[config.mk]
export PLATFORM = sky130hd
export DESIGN_NAME = lcd_vtiming_gen_flat
export DESIGN_NICKNAME = d
export VERILOG_FILES = /design/src/rtl/lcd_vtiming_gen_if.sv /design/src/rtl/lcd_vtiming_gen.sv /design/src/flat_wrapper.sv
export SDC_FILE = /design/constraint.sdc
export NUM_CORES = 1
export LEC_CHECK = 0
export BUFFER_PORTS_ARGS = -buffer_cell sky130_fd_sc_hd__buf_2
export CAP_MARGIN = 0
export CORE_MARGIN = 3
export CORE_UTILIZATION = 57
export CTS_CLUSTER_DIAMETER = 40
export DETAILED_ROUTE_END_ITERATION = 12
export PLACE_DENSITY = 0.81
export SYNTH_ARGS = -nofsm -noshare
export SYNTH_HDL_FRONTEND = slang
export SYNTH_SLANG_ARGS = --single-unit
export TNS_END_PERCENT = 50
[constraint.sdc]
create_clock -name line_clk -period 13.5 [get_ports line_clk]
set_input_delay 0.675 -clock line_clk [delete_from_list [all_inputs] [get_ports line_clk]]
set_output_delay 0.675 -clock line_clk [all_outputs]
set_load 0.01 [all_outputs]
[src/rtl/lcd_vtiming_gen_if.sv]
// lcd_vtiming_gen_if
//   Bundle of the vertical timing generator's programming inputs and
//   registered timing outputs.
//   slave  : the generator itself (reads the fields, drives the outputs)
//   master : the register block / bench (drives the fields, reads the outputs)
//   Signals:
//     lcd_en, lcd_dual, vsw, vbp, lpp, vfp, vcomp_sel : programming inputs
//     lcdfp, line_active, upper_row, lower_row, phase,
//     frame_start, vcomp_irq                         : timing outputs
interface lcd_vtiming_gen_if #(
  parameter int VSW_W    = 6,
  parameter int VPORCH_W = 8,
  parameter int LPP_W    = 10
);
  logic                lcd_en;
  logic                lcd_dual;
  logic [VSW_W-1:0]    vsw;
  logic [VPORCH_W-1:0] vbp;
  logic [LPP_W-1:0]    lpp;
  logic [VPORCH_W-1:0] vfp;
  logic [1:0]          vcomp_sel;

  logic                lcdfp;
  logic                line_active;
  logic [LPP_W-1:0]    upper_row;
  logic [LPP_W:0]      lower_row;
  logic [1:0]          phase;
  logic                frame_start;
  logic                vcomp_irq;

  modport master (
    output lcd_en, lcd_dual, vsw, vbp, lpp, vfp, vcomp_sel,
    input  lcdfp, line_active, upper_row, lower_row, phase, frame_start, vcomp_irq
  );

  modport slave (
    input  lcd_en, lcd_dual, vsw, vbp, lpp, vfp, vcomp_sel,
    output lcdfp, line_active, upper_row, lower_row, phase, frame_start, vcomp_irq
  );
endinterface

[src/rtl/lcd_vtiming_gen.sv]
// lcd_vtiming_gen
//   Vertical timing generator running on the line clock. Each frame walks
//   VSYNC -> VBACK -> ACTIVE -> VFRONT; zero-length porches are skipped.
//   Timing fields are shadowed on every VSYNC entry so reprogramming only
//   affects the following frame.
//   Ports:
//     line_clk : line clock, one rising edge per display line
//     rst      : asynchronous active-high reset
//     bus      : lcd_vtiming_gen_if.slave (programming inputs, timing outputs)
//   Every output is a flop updated on the same edge as the state, so the
//   values seen after edge E describe the line that follows E.
module lcd_vtiming_gen #(
  parameter int VSW_W    = 6,
  parameter int VPORCH_W = 8,
  parameter int LPP_W    = 10,
  parameter int FP_POL   = 1
) (
  input  logic                line_clk,
  input  logic                rst,
  lcd_vtiming_gen_if.slave    bus
);

  localparam int CNT_W = (VSW_W > VPORCH_W) ? ((VSW_W > LPP_W) ? VSW_W : LPP_W)
                                            : ((VPORCH_W > LPP_W) ? VPORCH_W : LPP_W);
  localparam logic FP_ON  = (FP_POL != 0);
  localparam logic FP_OFF = (FP_POL == 0);

  typedef enum logic [2:0] {
    ST_IDLE, ST_VSYNC, ST_VBACK, ST_ACTIVE, ST_VFRONT
  } state_t;

  state_t              state_q, state_d;
  logic [CNT_W-1:0]    cnt_q, cnt_d;
  logic [CNT_W:0]      cnt_inc;

  logic [VSW_W-1:0]    vsw_s_q, vsw_s_d;
  logic [VPORCH_W-1:0] vbp_s_q, vbp_s_d;
  logic [LPP_W-1:0]    lpp_s_q, lpp_s_d;
  logic [VPORCH_W-1:0] vfp_s_q, vfp_s_d;
  logic                dual_s_q, dual_s_d;

  logic                lcdfp_q, lcdfp_d;
  logic                line_active_q, line_active_d;
  logic [LPP_W-1:0]    upper_row_q, upper_row_d;
  logic [LPP_W:0]      lower_row_q, lower_row_d;
  logic [1:0]          phase_q, phase_d;
  logic                frame_start_q, frame_start_d;
  logic                vcomp_irq_q, vcomp_irq_d;

  logic                reload;
  logic                skip_back;   // VSYNC -> ACTIVE with vbp = 0
  logic                skip_front;  // ACTIVE -> VSYNC with vfp = 0

  always_comb begin
    state_d    = state_q;
    cnt_d      = cnt_q;
    vsw_s_d    = vsw_s_q;
    vbp_s_d    = vbp_s_q;
    lpp_s_d    = lpp_s_q;
    vfp_s_d    = vfp_s_q;
    dual_s_d   = dual_s_q;
    reload     = 1'b0;
    skip_back  = 1'b0;
    skip_front = 1'b0;
    cnt_inc    = {1'b0, cnt_q} + (CNT_W+1)'(1);

    if (!bus.lcd_en) begin
      // Disable wins over any phase exit on the same edge.
      state_d = ST_IDLE;
      cnt_d   = '0;
    end else begin
      case (state_q)
        ST_IDLE: begin
          state_d = ST_VSYNC;
          cnt_d   = '0;
          reload  = 1'b1;
        end
        ST_VSYNC: begin
          if (cnt_q == CNT_W'(vsw_s_q)) begin
            cnt_d = '0;
            if (vbp_s_q == '0) begin
              state_d   = ST_ACTIVE;
              skip_back = 1'b1;
            end else begin
              state_d = ST_VBACK;
            end
          end else begin
            cnt_d = cnt_inc[CNT_W-1:0];
          end
        end
        ST_VBACK: begin
          // Porch fields are direct counts, so the last line is cnt = vbp-1.
          if (cnt_inc == (CNT_W+1)'(vbp_s_q)) begin
            state_d = ST_ACTIVE;
            cnt_d   = '0;
          end else begin
            cnt_d = cnt_inc[CNT_W-1:0];
          end
        end
        ST_ACTIVE: begin
          if (cnt_q == CNT_W'(lpp_s_q)) begin
            cnt_d = '0;
            if (vfp_s_q == '0) begin
              state_d    = ST_VSYNC;
              reload     = 1'b1;
              skip_front = 1'b1;
            end else begin
              state_d = ST_VFRONT;
            end
          end else begin
            cnt_d = cnt_inc[CNT_W-1:0];
          end
        end
        ST_VFRONT: begin
          if (cnt_inc == (CNT_W+1)'(vfp_s_q)) begin
            state_d = ST_VSYNC;
            cnt_d   = '0;
            reload  = 1'b1;
          end else begin
            cnt_d = cnt_inc[CNT_W-1:0];
          end
        end
        default: begin
          state_d = ST_IDLE;
          cnt_d   = '0;
        end
      endcase
    end

    // Reload samples the live inputs of this edge, so a field written on
    // the same edge as VSYNC entry is already used by the new frame.
    if (reload) begin
      vsw_s_d  = bus.vsw;
      vbp_s_d  = bus.vbp;
      lpp_s_d  = bus.lpp;
      vfp_s_d  = bus.vfp;
      dual_s_d = bus.lcd_dual;
    end

    // Outputs describe the line after this edge, so derive them from *_d.
    lcdfp_d       = FP_OFF;
    line_active_d = 1'b0;
    upper_row_d   = '0;
    lower_row_d   = '0;
    phase_d       = 2'd0;
    case (state_d)
      ST_VSYNC:  begin lcdfp_d = FP_ON; phase_d = 2'd0; end
      ST_VBACK:  phase_d = 2'd1;
      ST_ACTIVE: begin
        phase_d       = 2'd2;
        line_active_d = 1'b1;
        upper_row_d   = cnt_d[LPP_W-1:0];
        if (dual_s_d)
          lower_row_d = {1'b0, lpp_s_d} + (LPP_W+1)'(1) + {1'b0, cnt_d[LPP_W-1:0]};
      end
      ST_VFRONT: phase_d = 2'd3;
      default:   phase_d = 2'd0;
    endcase

    frame_start_d = (state_d == ST_VSYNC) && (state_q != ST_VSYNC);

    // A skipped zero-length porch hands its interrupt to the following phase.
    vcomp_irq_d = (state_d != ST_IDLE) && (state_d != state_q) &&
                  ((phase_d == bus.vcomp_sel) ||
                   (skip_back  && bus.vcomp_sel == 2'd1) ||
                   (skip_front && bus.vcomp_sel == 2'd3));
  end

  always_ff @(posedge line_clk or posedge rst) begin
    if (rst) begin
      state_q       <= ST_IDLE;
      cnt_q         <= '0;
      vsw_s_q       <= '0;
      vbp_s_q       <= '0;
      lpp_s_q       <= '0;
      vfp_s_q       <= '0;
      dual_s_q      <= 1'b0;
      lcdfp_q       <= FP_OFF;
      line_active_q <= 1'b0;
      upper_row_q   <= '0;
      lower_row_q   <= '0;
      phase_q       <= 2'd0;
      frame_start_q <= 1'b0;
      vcomp_irq_q   <= 1'b0;
    end else begin
      state_q       <= state_d;
      cnt_q         <= cnt_d;
      vsw_s_q       <= vsw_s_d;
      vbp_s_q       <= vbp_s_d;
      lpp_s_q       <= lpp_s_d;
      vfp_s_q       <= vfp_s_d;
      dual_s_q      <= dual_s_d;
      lcdfp_q       <= lcdfp_d;
      line_active_q <= line_active_d;
      upper_row_q   <= upper_row_d;
      lower_row_q   <= lower_row_d;
      phase_q       <= phase_d;
      frame_start_q <= frame_start_d;
      vcomp_irq_q   <= vcomp_irq_d;
    end
  end

  assign bus.lcdfp       = lcdfp_q;
  assign bus.line_active = line_active_q;
  assign bus.upper_row   = upper_row_q;
  assign bus.lower_row   = lower_row_q;
  assign bus.phase       = phase_q;
  assign bus.frame_start = frame_start_q;
  assign bus.vcomp_irq   = vcomp_irq_q;

endmodule

[src/flat_wrapper.sv]
// flat-port wrapper written by rule: the top's interface ports become plain ports
module lcd_vtiming_gen_flat 
#(
  parameter int VSW_W    = 6,
  parameter int VPORCH_W = 8,
  parameter int LPP_W    = 10,
  parameter int FP_POL   = 1
)
  (line_clk, rst, bus_lcd_en, bus_lcd_dual, bus_vsw, bus_vbp, bus_lpp, bus_vfp, bus_vcomp_sel, bus_lcdfp, bus_line_active, bus_upper_row, bus_lower_row, bus_phase, bus_frame_start, bus_vcomp_irq);
  lcd_vtiming_gen_if #(.VSW_W(VSW_W), .VPORCH_W(VPORCH_W), .LPP_W(LPP_W)) bus_i ();
  input  logic line_clk;
  input  logic rst;
  input wire logic [$bits(bus_i.lcd_en)-1:0] bus_lcd_en;
  input wire logic [$bits(bus_i.lcd_dual)-1:0] bus_lcd_dual;
  input wire logic [$bits(bus_i.vsw)-1:0] bus_vsw;
  input wire logic [$bits(bus_i.vbp)-1:0] bus_vbp;
  input wire logic [$bits(bus_i.lpp)-1:0] bus_lpp;
  input wire logic [$bits(bus_i.vfp)-1:0] bus_vfp;
  input wire logic [$bits(bus_i.vcomp_sel)-1:0] bus_vcomp_sel;
  output wire logic [$bits(bus_i.lcdfp)-1:0] bus_lcdfp;
  output wire logic [$bits(bus_i.line_active)-1:0] bus_line_active;
  output wire logic [$bits(bus_i.upper_row)-1:0] bus_upper_row;
  output wire logic [$bits(bus_i.lower_row)-1:0] bus_lower_row;
  output wire logic [$bits(bus_i.phase)-1:0] bus_phase;
  output wire logic [$bits(bus_i.frame_start)-1:0] bus_frame_start;
  output wire logic [$bits(bus_i.vcomp_irq)-1:0] bus_vcomp_irq;
  assign bus_i.lcd_en = bus_lcd_en;
  assign bus_i.lcd_dual = bus_lcd_dual;
  assign bus_i.vsw = bus_vsw;
  assign bus_i.vbp = bus_vbp;
  assign bus_i.lpp = bus_lpp;
  assign bus_i.vfp = bus_vfp;
  assign bus_i.vcomp_sel = bus_vcomp_sel;
  assign bus_lcdfp = bus_i.lcdfp;
  assign bus_line_active = bus_i.line_active;
  assign bus_upper_row = bus_i.upper_row;
  assign bus_lower_row = bus_i.lower_row;
  assign bus_phase = bus_i.phase;
  assign bus_frame_start = bus_i.frame_start;
  assign bus_vcomp_irq = bus_i.vcomp_irq;
  lcd_vtiming_gen #(.VSW_W(VSW_W), .VPORCH_W(VPORCH_W), .LPP_W(LPP_W), .FP_POL(FP_POL)) u_core (.line_clk(line_clk), .rst(rst), .bus(bus_i));
endmodule
---- Word-level counts from Yosys, hierarchy flattened ----
Cells that the tools add are included.
W data, S select, Z words.
operators by class
  add/sub/neg operators ................... 3
  equality and inequality tests ........... 17
  muxes and demuxes ....................... 33
  reductions and logical operators ........ 11
operators with widths
  cell                     number
  $mux W10                 7
  $pmux W10 S4             1
  $add A10 B1 Y11 const B  2
  $eq A11 B8 Y1            2
  $mux W11                 2
  $mux W3                  6
  $logic_not A8 Y1         2
  $pmux W3 S5              1
  $mux W1                  14
  $eq A3 B2 Y1 const B     4
  $add A11 B10 Y11         1
  $eq A10 B10 Y1           1
  $eq A10 B6 Y1            1
  $eq A3 B1 Y1 const B     2
  $eq A3 B3 Y1 const B     2
  $pmux W2 S3              1
  $logic_and A1 B1 Y1      5
  $logic_not A3 Y1         1
  $ne A3 B1 Y1 const B     1
  $ne A3 B3 Y1             1
  $pmux W1 S3              1
  $reduce_bool A3 Y1       1
  $eq A2 B1 Y1 const B     1
  $eq A2 B2 Y1             1
  other kinds (2)          3
word-level totals
  bits in registers ....................... 73
  bits of input ports ..................... 38
  logic and storage cells ................. 78

---- Depth between registers and ports, before layout ----
  depth after elaboration ................. 11
  gate-level depth with buffers ........... 22
  depth with buffers taken out ............ 21

---- Least setup slack after synthesis ----
No wires, ideal clock.
  kind .................................... register to register
  from .................................... register u_core.cnt_q[1]
  to ...................................... register u_core.lower_row_q[10], in the netlist u_core.bus.lower_row[10]
  setup time .............................. 0.127 ns
  arrival time ............................ 4.403 ns
  required time ........................... 13.373 ns
  slack ................................... 8.970 ns
  cell stages (with the launch flop) ...... 23
  buffers on the path ..................... 2
  clock period less this slack ............ 4.530 ns
  cell sequence ........................... dfrtp_1 ha_1 xnor2_4 xor2_1 o2111ai_1 a211o_1 nor4_4 a32o_1 buf_2 buf_2 mux2i_1 ha_1 inv_1 fa_1 a21o_1 a21oi_1 o21bai_1 a21oi_1 nor2b_1 o21ai_0 nand2b_1 a211oi_1 nor3_2
on the way
  longest elaborated chain between the ends .. 10
  elaborated cells between the ends (all ways) .. 28
  those cells by class .................... 3 x add/sub; 5 x eq/ne; 20 x mux
ends and longest elaborated chain
  element                     line                    text
  start, declared             lcd_vtiming_gen.sv:33   logic [CNT_W-1:0] cnt_q, cnt_d;
  start signal, assigned      lcd_vtiming_gen.sv:187  cnt_q <= cnt_d;
  $add A10 B1 Y11             lcd_vtiming_gen.sv:65   cnt_inc = {1'b0, cnt_q} + (CNT_W+1)'(1);
  $eq A11 B8 Y1               lcd_vtiming_gen.sv:115  if (cnt_inc == (CNT_W+1)'(vfp_s_q)) begin
  $mux W1                     lcd_vtiming_gen.sv:115
  $pmux W1 S3                 lcd_vtiming_gen.sv:72   case (state_q)
  $mux W1                     lcd_vtiming_gen.sv:67   if (!bus.lcd_en) begin
  $mux W10                    lcd_vtiming_gen.sv:132  if (reload) begin
  $add A10 B1 Y11             lcd_vtiming_gen.sv:154  lower_row_d = {1'b0, lpp_s_d} + (LPP_W+1)'(1) + {1'b0, cnt_d[LPP_W-1:0]};
  $add A11 B10 Y11            lcd_vtiming_gen.sv:154
  $mux W11                    lcd_vtiming_gen.sv:153  if (dual_s_d)
  $mux W11 (*)                lcd_vtiming_gen.sv:146  case (state_d)
  net u_core.lower_row_d[10]  lcd_vtiming_gen.sv:45   logic [LPP_W:0] lower_row_q, lower_row_d;
  end signal, assigned        lcd_vtiming_gen.sv:196  lower_row_q <= lower_row_d;
  end, declared               lcd_vtiming_gen.sv:45
Mark *: on every way through the listed nets, which the timed path passes. The rest lies on a longest branch.
A chain may end at the register's enable or synchronous reset.

---- Worst setup path in the final report ----
  from .................................... register u_core.cnt_q[0]
  to ...................................... register u_core.lower_row_q[10], in the netlist u_core.bus.lower_row[10]
Same word-level chain as after synthesis.

==> impl_metrics.json <==
{
  "outcome": "finished clean",
  "cts_root_buffer": "clkbuf_8",
  "reg2reg_from": "u_core.cnt_q[0]",
  "ir_worst_vdd_v": 0.00007470,
  "die_x_um": 88.56,
  "die_area_sq_um": 7842,
  "avgSynthCellArea_sq_um": 11.33,
  "hold_slack_ns": 0.4965,
  "grt_max_degree": 74,
  "grt_pass1_wl_mm": 13.10,
  "wirelength_mm": 8.107,
  "rsz0062_at_grt": "false",
  "min_period_over_period_pct": 40.40,
  "start_util_pct": 60.15,
  "synth_edf_count": 0,
  "core_sq_um": 6459,
  "cts_resized": 0,
  "required_ns": 13.73,
  "netSwitchingFraction_pct": 26.00,
  "async_flop_share_pct": 100.0,
  "areaGrowthSynthToFinish_pct": 15.52,
  "vias_per_cell": 5.617,
  "fill_cells": 487,
  "synth_area_sq_um": 3885,
  "hp-start": "u_core.dual_s_q",
  "syn-num-nets": 393,
  "synthTopCellsByCount": "dfrtp_1, nor2_1, mux2_2, xnor2_1, xor2_1",
  "cts_inserted_buffers": 9,
  "synth_area_leaders": "dfrtp_1, mux2_2, xnor2_1, nor2_1, xor2_1",
  "synth.most_common_cell": "dfrtp_1",
  "num_antenna_cells": 0,
  "clock-sinks": 73,
  "startpoint": "u_core.cnt_q[0]",
  "tritoncts": "built",
  "grt-ovfl-total": 0,
  "grt_pass1_vias": 2644,
  "final_nets": 454,
  "crit_slowest_cell": "o221ai_1",
  "leakage_nw": 2.151,
  "gr-usage-all-layers_pct": 22.50,
  "crit_fanout": 11,
  "crit_chain": "ha_1 > nand4_2 > nor2_1 > xnor2_1 > xnor2_1 > nor4_4 > nor3_1 > o221ai_1 > or2_2 > ha_1 > inv_1 > fa_1 > a21o_1 > a21oi_1 > o21bai_1 > a21oi_1 > nor2b_1 > o21ai_0 > nand2b_1 > a211oi_1 > nor3_2",
  "fmax_mhz": 183.3,
  "yosys.area.top_type": "dfrtp_1",
  "pin_count": 65,
  "cts_setup_buffers": 0,
  "p_switching_uw": 149.6,
  "path_delay_family": "compound AO/OA/AOI/OAI gates",
  "endpoint_kind": "flip-flop",
  "insertion_delay_ns": 0.35,
  "synth_top_area_share_pct": 47.02,
  "dp_hpwl_mm": 6.056,
  "h-tree-depth": 3,
  "path_buf_inv": 1,
  "pwr-share-clk_pct": 37.2,
  "netlist_instances": 343,
  "min_period_ns": 5.454,
  "die-height_um": 88.56,
  "cp.arrival_ns": 5.68,
  "num_vias": 2730,
  "maxSlewHeadroom_pct": 39.84,
  "tightest_slew_ns": 0.9024,
  "drt_iter0_drc": 112,
  "synth.distinct_cells": 56,
  "drcViolationCount": 0,
  "slew_violations": 0,
  "setup_viol": 0,
  "synthFlopType": "dfrtp_1",
  "intPower_uw": 425.8,
  "power_density_nw_per_um2": 128.2,
  "finalPower_uw": 575.3,
  "final_layout_size_suffix_gt1_share_pct": 32.76,
  "io_buffers": 64,
  "cts_buffer_depth": 2,
  "combPwrFrac_pct": 17.3,
  "drt_pre_antenna_iters": 6,
  "hold_buffers": 0,
  "ys_seq_area_share_pct": 47.02,
  "max-cap-violations": 0,
  "hold_class": "reg2reg",
  "ys_seq_elements": 73,
  "antenna_found_initial": 0,
  "pwr-share-seq_pct": 45.5,
  "cp-start-kind": "flip-flop",
  "tns_ns": 0,
  "crit_type": "reg2reg",
  "core.rowCount": 29,
  "hold_viol_final": 0,
  "ant_nets": 0,
  "wl_per_cell_um": 16.68,
  "cts.clk_slew.worst_paths_ns": 0.08,
  "synth_warnings": 0,
  "gp_congestion": 0.8980,
  "skew_ns": 0.01189,
  "area.sequential_sq_um": 1827,
  "multi_input_area_sq_um": 1919,
  "cpPeakStageDelay_ns": 0.72
}
-- metal layers --
layer  track usage, %  vias to the layer above  part of all wire (%)
met4            6.731                        0                  0.86
met5                0                        -                     0
li1                 -                     1311                     -
met1            28.99                     1315                    43
met3            6.518                        6                   6.2
met2            37.05                       98                    50
-- area by class of cell --
cell class	instances	share of cell area, %
multi-input cells	239	42.77
flip-flops and latches	73	40.70
repair buffers	66	7.471
clock buffers	12	3.457
clock inverters	4	2.202
well taps	77	2.147
inverters	15	1.255
-- worst register-to-register path, stage by stage, from the launching register on --
cell and delay (ns):
dfrtp_1 0.54, ha_1 0.40, nand4_2 0.20, nor2_1 0.24
xnor2_1 0.22, xnor2_1 0.17, nor4_4 0.38, nor3_1 0.13
o221ai_1 0.72, or2_2 0.26, ha_1 0.18, inv_1 0.06
fa_1 0.40, a21o_1 0.20, a21oi_1 0.23, o21bai_1 0.09
a21oi_1 0.18, nor2b_1 0.08, o21ai_0 0.17, nand2b_1 0.12
a211oi_1 0.30, nor3_2 0.07
-- power by group through the flow --
stage / combinational, mW / clock [mW] / sequential, mW
6_report: 0.0997 / 0.214 / 0.262
5_1_grt: 0.112 / 0.227 / 0.265
3_5_place_dp: 0.0993 / 0 / 0.266
2_1_floorplan: 0.0801 / 0 / 0.258
3_3_place_gp: 0.0974 / 0 / 0.266
4_1_cts: 0.101 / 0.218 / 0.262
-- final timing paths --
| path | to | slack, ns | cells after the start |
|---|---|---|---|
| hold / removal | u_core.dual_s_q | 0.50 | 2 |
| max in group asynchronous | u_core.cnt_q[8] | 12.31 | 3 |
| hold reg to reg | u_core.dual_s_q | 0.50 | 2 |
| setup / recovery | u_core.bus.lower_row[10] | 8.05 | 21 |
| min in group asynchronous | u_core.vfp_s_q[2] | 0.57 | 3 |
| setup reg to reg | u_core.bus.lower_row[10] | 8.05 | 21 |
-- sequential cells by signal (all words and copies together), names as in the netlist --
signal / flops
u_core.lpp_s_q: 10
u_core.vsw_s_q: 6
u_core.state_q: 3
u_core.cnt_q: 10
u_core.bus.lower_row: 11
u_core.dual_s_q: 1
u_core.vfp_s_q: 8
u_core.vbp_s_q: 8
u_core.bus.line_active: 1
u_core.bus.upper_row: 10
u_core.bus.phase: 2
u_core.bus.frame_start: 1
u_core.bus.lcdfp: 1
u_core.bus.vcomp_irq: 1
-- cells by family after synthesis --
logic type / share of synthesized area (%)
and+or+nand+nor: 15.94
DFF: 47.02
xor gates and xnor gates: 12.24
AOI/OAI and AO/OA: 7.021
muxes: 10.14
buffers and inverters: 3.575
adders and majority gates: 4.058
-- stage by stage --
stage / cells / util (%) / instance area [sq um] / worst slack, ns
3_3_place_gp: 470 / 65.56 / 4234 / 8.430
2_1_floorplan: 343 / - / 3885 / 8.970
5_1_grt: 486 / 69.49 / 4488 / 7.606
3_5_place_dp: 470 / 65.56 / 4234 / 8.152
4_1_cts: 486 / 69.49 / 4488 / 8.106
6_report: 486 / 69.49 / 4488 / 8.046
-- layout by cell type, fill, tap and decap left out, drive strengths merged, types with 6 or more instances in the layout --
master / count
xnor2: 22
nand2b: 6
a21oi: 8
nor4: 10
dfrtp: 73
inv: 15
clkbuf: 12
xor2: 18
nor3: 11
nand2: 11
nand3: 7
nor2: 40
buf: 66
o21ai: 8
ha: 11
mux2: 32
Power figures use the tool's default switching activity.
